**src/rtl/std_div_feeder.sv**
```systemverilog
// std_div_feeder: request FIFO in front of a multi-cycle unsigned divider.
// Zero divisors are resolved locally without calling the divider. Results
// pass through a single-entry output buffer, in request order.
module std_div_feeder #(
  parameter int WIDTH = 32,
  parameter int DEPTH = 4
) (
  input  logic             clk,
  input  logic             reset,
  input  logic             in_valid,
  output logic             in_ready,
  input  logic [WIDTH-1:0] in_left,
  input  logic [WIDTH-1:0] in_right,
  output logic             div_go,
  output logic [WIDTH-1:0] div_left,
  output logic [WIDTH-1:0] div_right,
  input  logic             div_done,
  input  logic [WIDTH-1:0] div_quotient,
  input  logic [WIDTH-1:0] div_remainder,
  output logic             out_valid,
  input  logic             out_ready,
  output logic [WIDTH-1:0] out_quotient,
  output logic [WIDTH-1:0] out_remainder,
  output logic             out_div_by_zero
);

  localparam int AW = (DEPTH > 1) ? $clog2(DEPTH) : 1;
  localparam int CW = AW + 1;
  localparam logic [CW-1:0] FULL_CNT = CW'(DEPTH);

  localparam logic [1:0] IDLE    = 2'd0;
  localparam logic [1:0] ISSUE   = 2'd1;
  localparam logic [1:0] RELEASE = 2'd2;

  logic [1:0]       state;
  logic [WIDTH-1:0] left_mem  [DEPTH];
  logic [WIDTH-1:0] right_mem [DEPTH];
  logic [AW-1:0]    wr_ptr, rd_ptr;
  logic [CW-1:0]    count;
  logic             push, pop, head_zero, load_zero, load_div;
  logic [WIDTH-1:0] head_left, head_right;

  // A full FIFO refuses even when a pop happens in the same cycle.
  assign in_ready   = (count != FULL_CNT);
  assign push       = in_valid && in_ready;
  assign head_left  = left_mem[rd_ptr];
  assign head_right = right_mem[rd_ptr];
  assign head_zero  = (head_right == '0);
  // Only pop when the result buffer is free or being drained this cycle.
  assign pop        = (state == IDLE) && (count != '0) && (!out_valid || out_ready);
  assign load_zero  = pop && head_zero;
  assign load_div   = (state == ISSUE) && div_done;

  // FIFO storage; contents need no reset since count gates every read.
  always_ff @(posedge clk) begin
    if (push) begin
      left_mem[wr_ptr]  <= in_left;
      right_mem[wr_ptr] <= in_right;
    end
  end

  // FIFO pointers (power-of-two depth wraps naturally) and occupancy.
  always_ff @(posedge clk or posedge reset) begin
    if (reset) begin
      wr_ptr <= '0;
      rd_ptr <= '0;
      count  <= '0;
    end else begin
      if (push) wr_ptr <= wr_ptr + 1'b1;
      if (pop)  rd_ptr <= rd_ptr + 1'b1;
      case ({push, pop})
        2'b10:   count <= count + 1'b1;
        2'b01:   count <= count - 1'b1;
        default: count <= count;
      endcase
    end
  end

  // Divider handshake FSM: operands latched on pop, go held until done,
  // then one low cycle in RELEASE so the divider can clear.
  always_ff @(posedge clk or posedge reset) begin
    if (reset) begin
      state     <= IDLE;
      div_go    <= 1'b0;
      div_left  <= '0;
      div_right <= '0;
    end else begin
      case (state)
        IDLE: begin
          if (pop && !head_zero) begin
            state     <= ISSUE;
            div_go    <= 1'b1;
            div_left  <= head_left;
            div_right <= head_right;
          end
        end
        ISSUE: begin
          if (div_done) begin
            state  <= RELEASE;
            div_go <= 1'b0;
          end
        end
        RELEASE: state <= IDLE;
        default: begin
          state  <= IDLE;
          div_go <= 1'b0;
        end
      endcase
    end
  end

  // Single-entry result buffer; a load wins over a same-cycle consume.
  always_ff @(posedge clk or posedge reset) begin
    if (reset) begin
      out_valid       <= 1'b0;
      out_quotient    <= '0;
      out_remainder   <= '0;
      out_div_by_zero <= 1'b0;
    end else if (load_zero) begin
      out_valid       <= 1'b1;
      out_quotient    <= '1;
      out_remainder   <= head_left;
      out_div_by_zero <= 1'b1;
    end else if (load_div) begin
      out_valid       <= 1'b1;
      out_quotient    <= div_quotient;
      out_remainder   <= div_remainder;
      out_div_by_zero <= 1'b0;
    end else if (out_ready) begin
      out_valid <= 1'b0;
    end
  end

endmodule

```
**config.mk**
```make
export PLATFORM = sky130hd
export DESIGN_NAME = std_div_feeder
export DESIGN_NICKNAME = d
export VERILOG_FILES = /design/src/rtl/std_div_feeder.sv
export SDC_FILE = /design/constraint.sdc
export NUM_CORES = 1
export LEC_CHECK = 0
export ABC_AREA = 1
export BUFFER_PORTS_ARGS = -buffer_cell sky130_fd_sc_hd__buf_2
export CORE_MARGIN = 4
export CORE_UTILIZATION = 45
export DETAILED_ROUTE_END_ITERATION = 6
export PLACE_DENSITY = 0.65
export SETUP_SLACK_MARGIN = 0.1
export SYNTH_ARGS = -nofsm -noshare
export SYNTH_HDL_FRONTEND = slang
export SYNTH_SLANG_ARGS = --single-unit
export TNS_END_PERCENT = 10
```
**constraint.sdc**
```tcl
create_clock -name clk -period 5.9 [get_ports clk]
set_clock_uncertainty 0.1 [all_clocks]
set_input_delay 0.885 -clock clk [delete_from_list [all_inputs] [get_ports clk]]
set_output_delay 0.885 -clock clk [all_outputs]
set_load 0.02 [all_outputs]
```
# Word-level counts from Yosys, hierarchy flattened
# Memory sizes are Yosys's and may differ from the RTL's.
# Cells that the tools add are included.
[totals]
wordCells = 61
mem_count = 2
register_bits = 140
ram_bits = 256
[op_classes]
eq_ne = 7
n_reduce_logical = 18
n_addsub = 4
n_mux = 18
bitwise = 1
[memory_table]
columns = ["memory", "words", "word_bits", "rd", "rd_clocked_by_memory_dff", "write_ports", "line", "text"]
rows = [
  ["left_mem", 4, 32, 1, 0, 1, "36", "logic [WIDTH-1:0] left_mem [DEPTH];"],
  ["right_mem", 4, 32, 1, 0, 1, "37", "logic [WIDTH-1:0] right_mem [DEPTH];"],
]
[op_table]
columns = ["op", "n"]
rows = [
  ["2-to-1 mux 32 bit", 4],
  ["logical NOT 32 bit", 1],
  ["2-to-1 mux 1 bit", 9],
  ["logical AND 1 bit", 6],
  ["case mux 3 bit (2 select lines)", 1],
  ["nonzero test 3 bit", 2],
  ["adder 2 x 1 -> 2 bit, second input constant", 2],
  ["equality test 2 x 1 -> 1 bit, second input constant", 2],
  ["equality test 2 bit, second input constant", 2],
  ["2-to-1 mux 2 bit", 2],
  ["case mux 2 bit (2 select lines)", 1],
  ["AND reduction 2 bit", 2],
  ["nonzero test 2 bit", 2],
  ["adder 3 x 1 -> 3 bit, second input constant", 1],
  ["!= test 3 bit, second input constant", 1],
  ["case mux 1 bit (3 select lines)", 1],
  ["AND reduction 3 bit", 1],
  ["subtractor 3 x 1 -> 3 bit, second input constant", 1],
  ["logical NOT 1 bit", 2],
  ["logical NOT 2 bit", 1],
  ["!= test 2 x 1 -> 1 bit, second input constant", 1],
  ["!= test 2 bit, second input constant", 1],
  ["logical OR 1 bit", 1],
  ["NOT 1 bit", 1],
]

# Longest topological paths before layout
# Gate-level depths: netlist of the first run.
[logic_depth]
word_depth = 6
depth_mapped = 17

# Worst setup path before layout of the first run
# Ideal clock, no wire load.
[synth_timing]
kind = "input to register"
from = "input port in_valid"
to = "memory left_mem[0][0] (enable)"
setup_slack_ps = 1562
required_ps = 5313
arrival_time_ps = 3751
stages = 2
path_cell_list = "nand2_1 nor2_1"
[synth_between]
elab_chain_cells = 3
[synth_rtl]
columns = ["element", "line", "text"]
rows = [
  ["from (decl)", "10", "input logic in_valid,"],
  ["logical AND 1 bit", "45", "assign push = in_valid && in_ready;"],
  ["2-to-1 mux 1 bit", "56", "if (push) begin"],
  ["2-to-1 mux 1 bit (implied by the code)", "57", "left_mem[wr_ptr] <= in_left;"],
  ["to (decl)", "36", ""],
]
# Every way passes these cells.

# Final worst setup path of the first run
[layout_timing]
from = "register rd_ptr[0]"
to = "register out_remainder[23]"
[layout_between]
elab_chain_cells = 4
word_cells_on_any_way = 6
cone_classes = "mux: 1; reduce/logical: 3; memory: 2"
[layout_rtl]
columns = ["element", "line", "text"]
rows = [
  ["from (decl)", "38", "logic [AW-1:0] wr_ptr, rd_ptr;"],
  ["from (signal assigned)", "70", "if (pop) rd_ptr <= rd_ptr + 1'b1;"],
  ["memory read (4 x 32 bit)", "n/a", ""],
  ["logical NOT 32 bit", "48", "assign head_zero = (head_right == '0);"],
  ["logical AND 1 bit", "51", "assign load_zero = pop && head_zero;"],
  ["2-to-1 mux 32 bit or nonzero test 2 bit (tied branches)", "n/a", ""],
  ["to (signal assigned)", "122", "out_remainder <= head_left;"],
  ["to (signal assigned)", "127", "out_remainder <= div_remainder;"],
  ["to (decl)", "23", "output logic [WIDTH-1:0] out_remainder,"],
]
# Several ways; a longest one is shown, not always the timed one.
# A chain may end at the register's enable or synchronous reset.

==> results.py, run 1 <==
metrics = {
    "detailed_routing": {
        "dr.first_iter.drc_count": 674,
        "drt-total-wl_um": 39500,
        "wl_per_cell_um": 19.0,
        "num_vias": 10850,
        "ant_nets": 0,
        "routed_via_density": 5.20,
        "firstDrtPassIters": 5,
        "drc": 0,
    },
    "logic_synthesis": {
        "syn_avg_cell_area_um2": 11.4,
        "syn_nets": 1508,
        "ys_seq_elements": 396,
        "synth.distinct_cells": 27,
        "yosys_most_used_dff": "edfxtp_1",
        "ys_warn_count": 0,
        "yosysTopAreaCellShare_pct": 49.3,
        "syn_inst": 1369,
        "yosysSeqAreaShare_pct": 71.7,
        "async_flop_share_pct": 35.4,
        "synth_common_cells": "nand2_1, edfxtp_1, dfrtp_1, nand3_1, o21ai_1",
        "ys_top_cells_by_area": "edfxtp_1, dfrtp_1, nand2_1",
        "synth_edf_count": 256,
        "yosysTopAreaCell": "edfxtp_1",
        "netlist_area_um2": 15600,
        "synth_most_common_cell": "nand2_1",
    },
    "global_route": {
        "grt_max_degree": 99,
        "grt_pass1_wl_um": 61500,
        "antenna_found_initial": 12,
        "grtUsageTotal_pct": 20.4,
        "grt_overflow": 0,
        "grt_pass1_vias": 10591,
    },
    "cells_and_area": {
        "final_cells": 2086,
        "drive_gt1_share_pct": 21.3,
        "area_growth_pct": 19.2,
        "fill_cells": 2918,
        "nets": 1738,
        "final_cell_area_um2": 18600,
    },
    "timing": {
        "period_share_pct": 74.7,
        "fin_crit_ps": 4410,
        "tightestPinTransition_ps": 1140,
        "max_freq_mhz": 227,
        "maxSlewHeadroom_pct": 23.9,
        "setup-violations-final": 0,
        "hold_viol_final": 0,
        "maxSlewViolCount": 0,
        "rsz0062_at_grt": "false",
        "tns_ps": 0,
    },
    "power_and_ir_drop": {
        "power.leakage_uw": 0.00800,
        "clockPowerShare_pct": 24.0,
        "seq_power_share_pct": 40.1,
        "peakVddDrop_v": 0.000421,
        "power_density_nw_per_um2": 571,
        "switching_power_uw": 4120,
        "swShare_pct": 38.8,
        "totalPowerFinal_uw": 10600,
        "pwr-share-comb_pct": 36.0,
        "p_int_uw": 6500,
    },
    "die": {
        "chipHeight_um": 194,
        "pin_count": 265,
        "dieArea_um2": 37700,
        "fp-row-count": 67,
        "die_w_um": 194,
        "core_area_um2": 33900,
        "initial_core_util_pct": 46.1,
    },
    "run": {
        "max_cap_viol_count": 0,
    },
    "place": {
        "gp_congestion": 0.883,
        "dpl_cell_area_um2": 17300,
        "placed_cells": 2004,
        "hpwl_um": 24900,
        "portBuffers": 264,
    },
    "cts": {
        "clock_latency_ps": 520,
        "clkSinkCount": 396,
        "path_clk_slew_ps": 60,
        "cts-resized-gates": 0,
        "hold_buffers": 0,
        "post_cts_buffers": 0,
        "ctsLongestPathBuffers": 3,
        "numCtsBuffers": 41,
        "htree_levels": 2,
        "tritoncts": "built",
        "cts_root_buffer": "clkbuf_16",
    },
    "setup_path": {
        "end_kind": "flop",
        "cp_slowest_stage_delay_ps": 990,
        "required_ps": 6250,
        "crit_type": "reg2reg",
        "worst_setup_path_start_kind": "flop",
        "cpMaxStageDelayCell": "nand3_4",
        "worstPathCellList": "inv_4, nand2_1, nand3_1, nand2_1, nand2_1, nor2_1, nand2_1, nor2_4, nand3_4, nand2_1, nand2_1, nand2_1",
        "cp_common_cell": "nand2_1",
        "critPathArrivalTime_ps": 4760,
        "cp_max_fo": 98,
    },
    "min_path": {
        "hp-class": "reg2reg",
    },
    "status": {
        "status": "completed",
    },
}
power groups by stage:
stage / combinational (uW) / clock [uW] / sequential (uW)
6_report: 3820 / 2550 / 4260
5_1_grt: 4230 / 2720 / 4340
4_1_cts: 3870 / 2590 / 4260
3_5_place_dp: 3840 / 0 / 4310
3_3_place_gp: 3790 / 0 / 4290
2_1_floorplan: 2100 / 0 / 4720
final timing paths:
| kind | slack (ps) | to | startpoint | depth (start not counted) |
|---|---|---|---|---|
| setup / recovery | 1490 | out_remainder[23]$_DFFE_PP0P_ | rd_ptr[0]$_DFFE_PP0P_ | 12 |
| hold / removal | 390 | div_left[23]$_DFFE_PP0P_ | div_left[23]$_DFFE_PP0P_ | 2 |
| setup reg to reg | 1490 | out_remainder[23]$_DFFE_PP0P_ | rd_ptr[0]$_DFFE_PP0P_ | 12 |
| hold reg to reg | 390 | div_left[23]$_DFFE_PP0P_ | div_left[23]$_DFFE_PP0P_ | 2 |
| max in group asynchronous | 3960 | div_right[25]$_DFFE_PP0P_ | reset | 3 |
| min in group asynchronous | 410 | out_quotient[7]$_DFFE_PP0P_ | reset | 2 |
through the flow:
step	worst slack [ps]	util (%)	hold slack, ps
floorplan	1160	-	360
global placement	1640	50.9	370
detailed placement	1510	50.9	372
CTS	1480	54.9	388
global route	1020	54.9	413
finish	1490	54.9	388
routing by layer:
metal / vias up / share of wire, % / track usage, %
met1: 5242 / 44 / 28.5
met3: 67 / 6.8 / 4.80
li1: 5195 / - / -
met2: 334 / 47 / 32.1
met5: - / 0.15 / 0
met4: 12 / 2.3 / 6.25
area by class of cell:
| class | instances | area (um2) | share of cell area (%) |
|---|---|---|---|
| Antenna cell | 6 | 15.0 | 0.0807 |
| Sequential cell | 396 | 11200 | 60.2 |
| Timing Repair Buffer | 277 | 1420 | 7.63 |
| Tap cell | 448 | 561 | 3.01 |
| Inverter | 16 | 68.8 | 0.370 |
| Clock inverter | 10 | 130 | 0.700 |
| Multi-Input combinational cell | 867 | 4010 | 21.6 |
| Clock buffer | 66 | 1200 | 6.46 |
worst max-delay path: cells and delay by family, from the launching register on:
kind | cells | cell delay (ps)
buffers and inverters | 1 | 500
flip-flops | 1 | 790
AND/OR/NAND/NOR | 11 | 2860
flip-flops by register name, summed over array words and instances (netlist names), 3 cells and up:
register / cells
out_quotient: 32
div_right: 32
left_mem: 128
count: 3
out_remainder: 32
right_mem: 128
div_left: 32
cell usage in the layout, fill, tap and decap left out, types with 2 or more instances in the layout:
cell type / Yosys / layout
buf_2: 26 / 264
nand4_1: 32 / 32
diode_2: 0 / 6
clkbuf_1: 41 / 19
clkbuf_8: 0 / 4
bufinv_16: 0 / 3
a32o_1: 32 / 32
buf_4: 8 / 13
clkinv_1: 0 / 2
clkinv_2: 0 / 4
ha_1: 5 / 5
a21oi_1: 34 / 34
xor2_1: 3 / 3
inv_1: 14 / 12
dfrtp_1: 140 / 139
xnor2_1: 2 / 2
nand3_1: 128 / 128
inv_6: 0 / 2
o21ai_0: 3 / 3
nor2_4: 2 / 6
edfxtp_1: 256 / 256
clkbuf_16: 0 / 43
nor2_1: 15 / 11
nand2_1: 539 / 538
o21ai_1: 64 / 64
cells by family (layout without fill, tap and decap cells):
logic type	Yosys count	count (layout)	synth area share, %
AO/OA/AOI/OAI	134	134	5.34
flip-flops	396	396	71.7
multiplexers	1	1	0.0642
other	0	6	0
AND/OR/NAND/NOR	721	721	19.1
XOR/XNOR	5	5	0.281
buffers and inverters	106	369	2.95
adder cells (fa/ha/maj)	6	6	0.529
(Power assumes the default switching activity.)
==> inputs of run 2 (changes only) <==
==> constraint.sdc (replaced) <==
create_clock -name clk -period 4.3 [get_ports clk]
set_clock_uncertainty 0.1 [all_clocks]
set_input_delay 0.645 -clock clk [delete_from_list [all_inputs] [get_ports clk]]
set_output_delay 0.645 -clock clk [all_outputs]
set_load 0.02 [all_outputs]
==> results.py, run 2 (synthesized netlist as in run 1, its figures left out) <==
metrics = {
    "detailed_routing": {
        "num_vias": 11040,
        "drc": 0,
        "ant_nets": 0,
        "firstDrtPassIters": 5,
        "drt-total-wl_um": 39700,
        "routed_via_density": 5.26,
        "dr.first_iter.drc_count": 806,
        "wl_per_cell_um": 18.9,
    },
    "timing": {
        "tns_ps": 0,
        "setup-violations-final": 0,
        "maxSlewViolCount": 0,
        "tightestPinTransition_ps": 1120,
        "hold_viol_final": 0,
        "fin_crit_ps": 3370,
        "rsz0062_at_grt": "false",
        "period_share_pct": 78.3,
        "maxSlewHeadroom_pct": 25.6,
        "max_freq_mhz": 297,
    },
    "global_route": {
        "grt_pass1_wl_um": 61600,
        "grt_overflow": 0,
        "antenna_found_initial": 9,
        "grtUsageTotal_pct": 20.5,
        "grt_pass1_vias": 10548,
        "grt_max_degree": 104,
    },
    "cts": {
        "numCtsBuffers": 42,
        "clock_latency_ps": 560,
        "tritoncts": "built",
        "clkSinkCount": 396,
        "ctsLongestPathBuffers": 3,
        "post_cts_buffers": 0,
        "cts_root_buffer": "clkbuf_16",
        "cts-resized-gates": 0,
        "path_clk_slew_ps": 60,
        "htree_levels": 2,
        "hold_buffers": 0,
    },
    "power_and_ir_drop": {
        "power_density_nw_per_um2": 779,
        "power.leakage_uw": 0.00807,
        "totalPowerFinal_uw": 14600,
        "peakVddDrop_v": 0.000402,
    },
    "place": {
        "hpwl_um": 25900,
        "gp_congestion": 0.923,
        "portBuffers": 264,
    },
    "cells_and_area": {
        "largestRegisters": "left_mem (128), right_mem (128)",
        "fill_cells": 2864,
        "area_growth_pct": 19.9,
        "final_cell_mix": "nand2_1, buf_2, edfxtp_1",
        "nets": 1751,
        "drive_gt1_share_pct": 21.9,
        "final_common_cell": "nand2_1",
    },
    "die": {
        "dieArea_um2": 37700,
        "initial_core_util_pct": 46.1,
        "chipHeight_um": 194,
        "die_w_um": 194,
        "pin_count": 265,
        "fp-row-count": 67,
        "core_area_um2": 33900,
    },
    "setup_path": {
        "worst_setup_path_start_kind": "flop",
        "critPathArrivalTime_ps": 3700,
        "end_kind": "flop",
        "crit_type": "reg2reg",
        "cp_max_fo": 64,
        "worst-r2r-cell-count": 13,
        "required_ps": 4640,
    },
    "min_path": {
        "hp-class": "in2async",
    },
    "status": {
        "status": "completed",
    },
    "run": {
        "max_cap_viol_count": 0,
    },
}
run 2: cell types whose count changed in the layout (fill, tap and decap cells not counted), sizes merged:
cell | before | now
bufinv | 3 | 2
diode | 6 | 3
clkbuf | 66 | 62
buf | 277 | 289
clkinvlp | 0 | 1
clkinv | 7 | 13
run 2: layout make-up:
cell class                 count  area [um2]  area share [%]
clock inverter                16         166           0.889
antenna                        3        7.51          0.0401
sequential                   396       11200            59.8
inverter                      16        67.6           0.361
timing repair buffer         289        1560            8.33
clock buffer                  62        1150            6.12
tap                          448         561            3.00
multi-input combinational    867        4010            21.4
run 2: worst paths after layout:
kind / startpoint / to / slack [ps]
max: rd_ptr[0]$_DFFE_PP0P_ / out_remainder[30]$_DFFE_PP0P_ / 930
min: reset / out_quotient[24]$_DFFE_PP0P_ / 160
max reg2reg: rd_ptr[0]$_DFFE_PP0P_ / out_remainder[30]$_DFFE_PP0P_ / 930
min reg2reg: div_left[5]$_DFFE_PP0P_ / div_left[5]$_DFFE_PP0P_ / 380
max in group asynchronous: reset / div_left[19]$_DFFE_PP0P_ / 3470
min in group clk: in_right[3] / right_mem[2][3]$_DFFE_PP_ / 200
run 2: worst max-delay path: stages, from the launching register on:
cell and delay, ps:
dfrtp_4 620, buf_4 380, nand2_1 130, nand3_1 90, nand2_1 140, nand2_1 110, nor2_1 130, nand2_1 120
nor2_4 130, buf_4 320, nand3_4 400, buf_12 350, nand3_1 100, nand2_1 70
run 2: layer usage:
layer / part of all wire (%) / global-route usage, % / vias to the layer above
met3: 6.7 / 4.22 / 66
li1: - / - / 5227
met1: 44 / 29.1 / 5356
met2: 46 / 32.3 / 379
met4: 2.4 / 6.25 / 12
met5: 0.19 / 0 / -
run 2: stage by stage:
stage	cells	util [%]	hold WS [ps]	area [um2]	setup slack [ps]
after CTS	2094	55.2	171	18700	939
after detailed placement	2016	51.4	374	17400	976
final	2097	55.3	164	18700	933
after global routing	2097	55.3	185	18700	602
after global placement	2016	51.4	368	17400	1050
after floorplan	1369	-	360	15600	128
run 2: where the power goes:
group | switching (uW) | internal [uW]
combinational | 3770 | 1610
clock | 1450 | 1990
sequential | 516 | 5260
total | 5730 | 8850
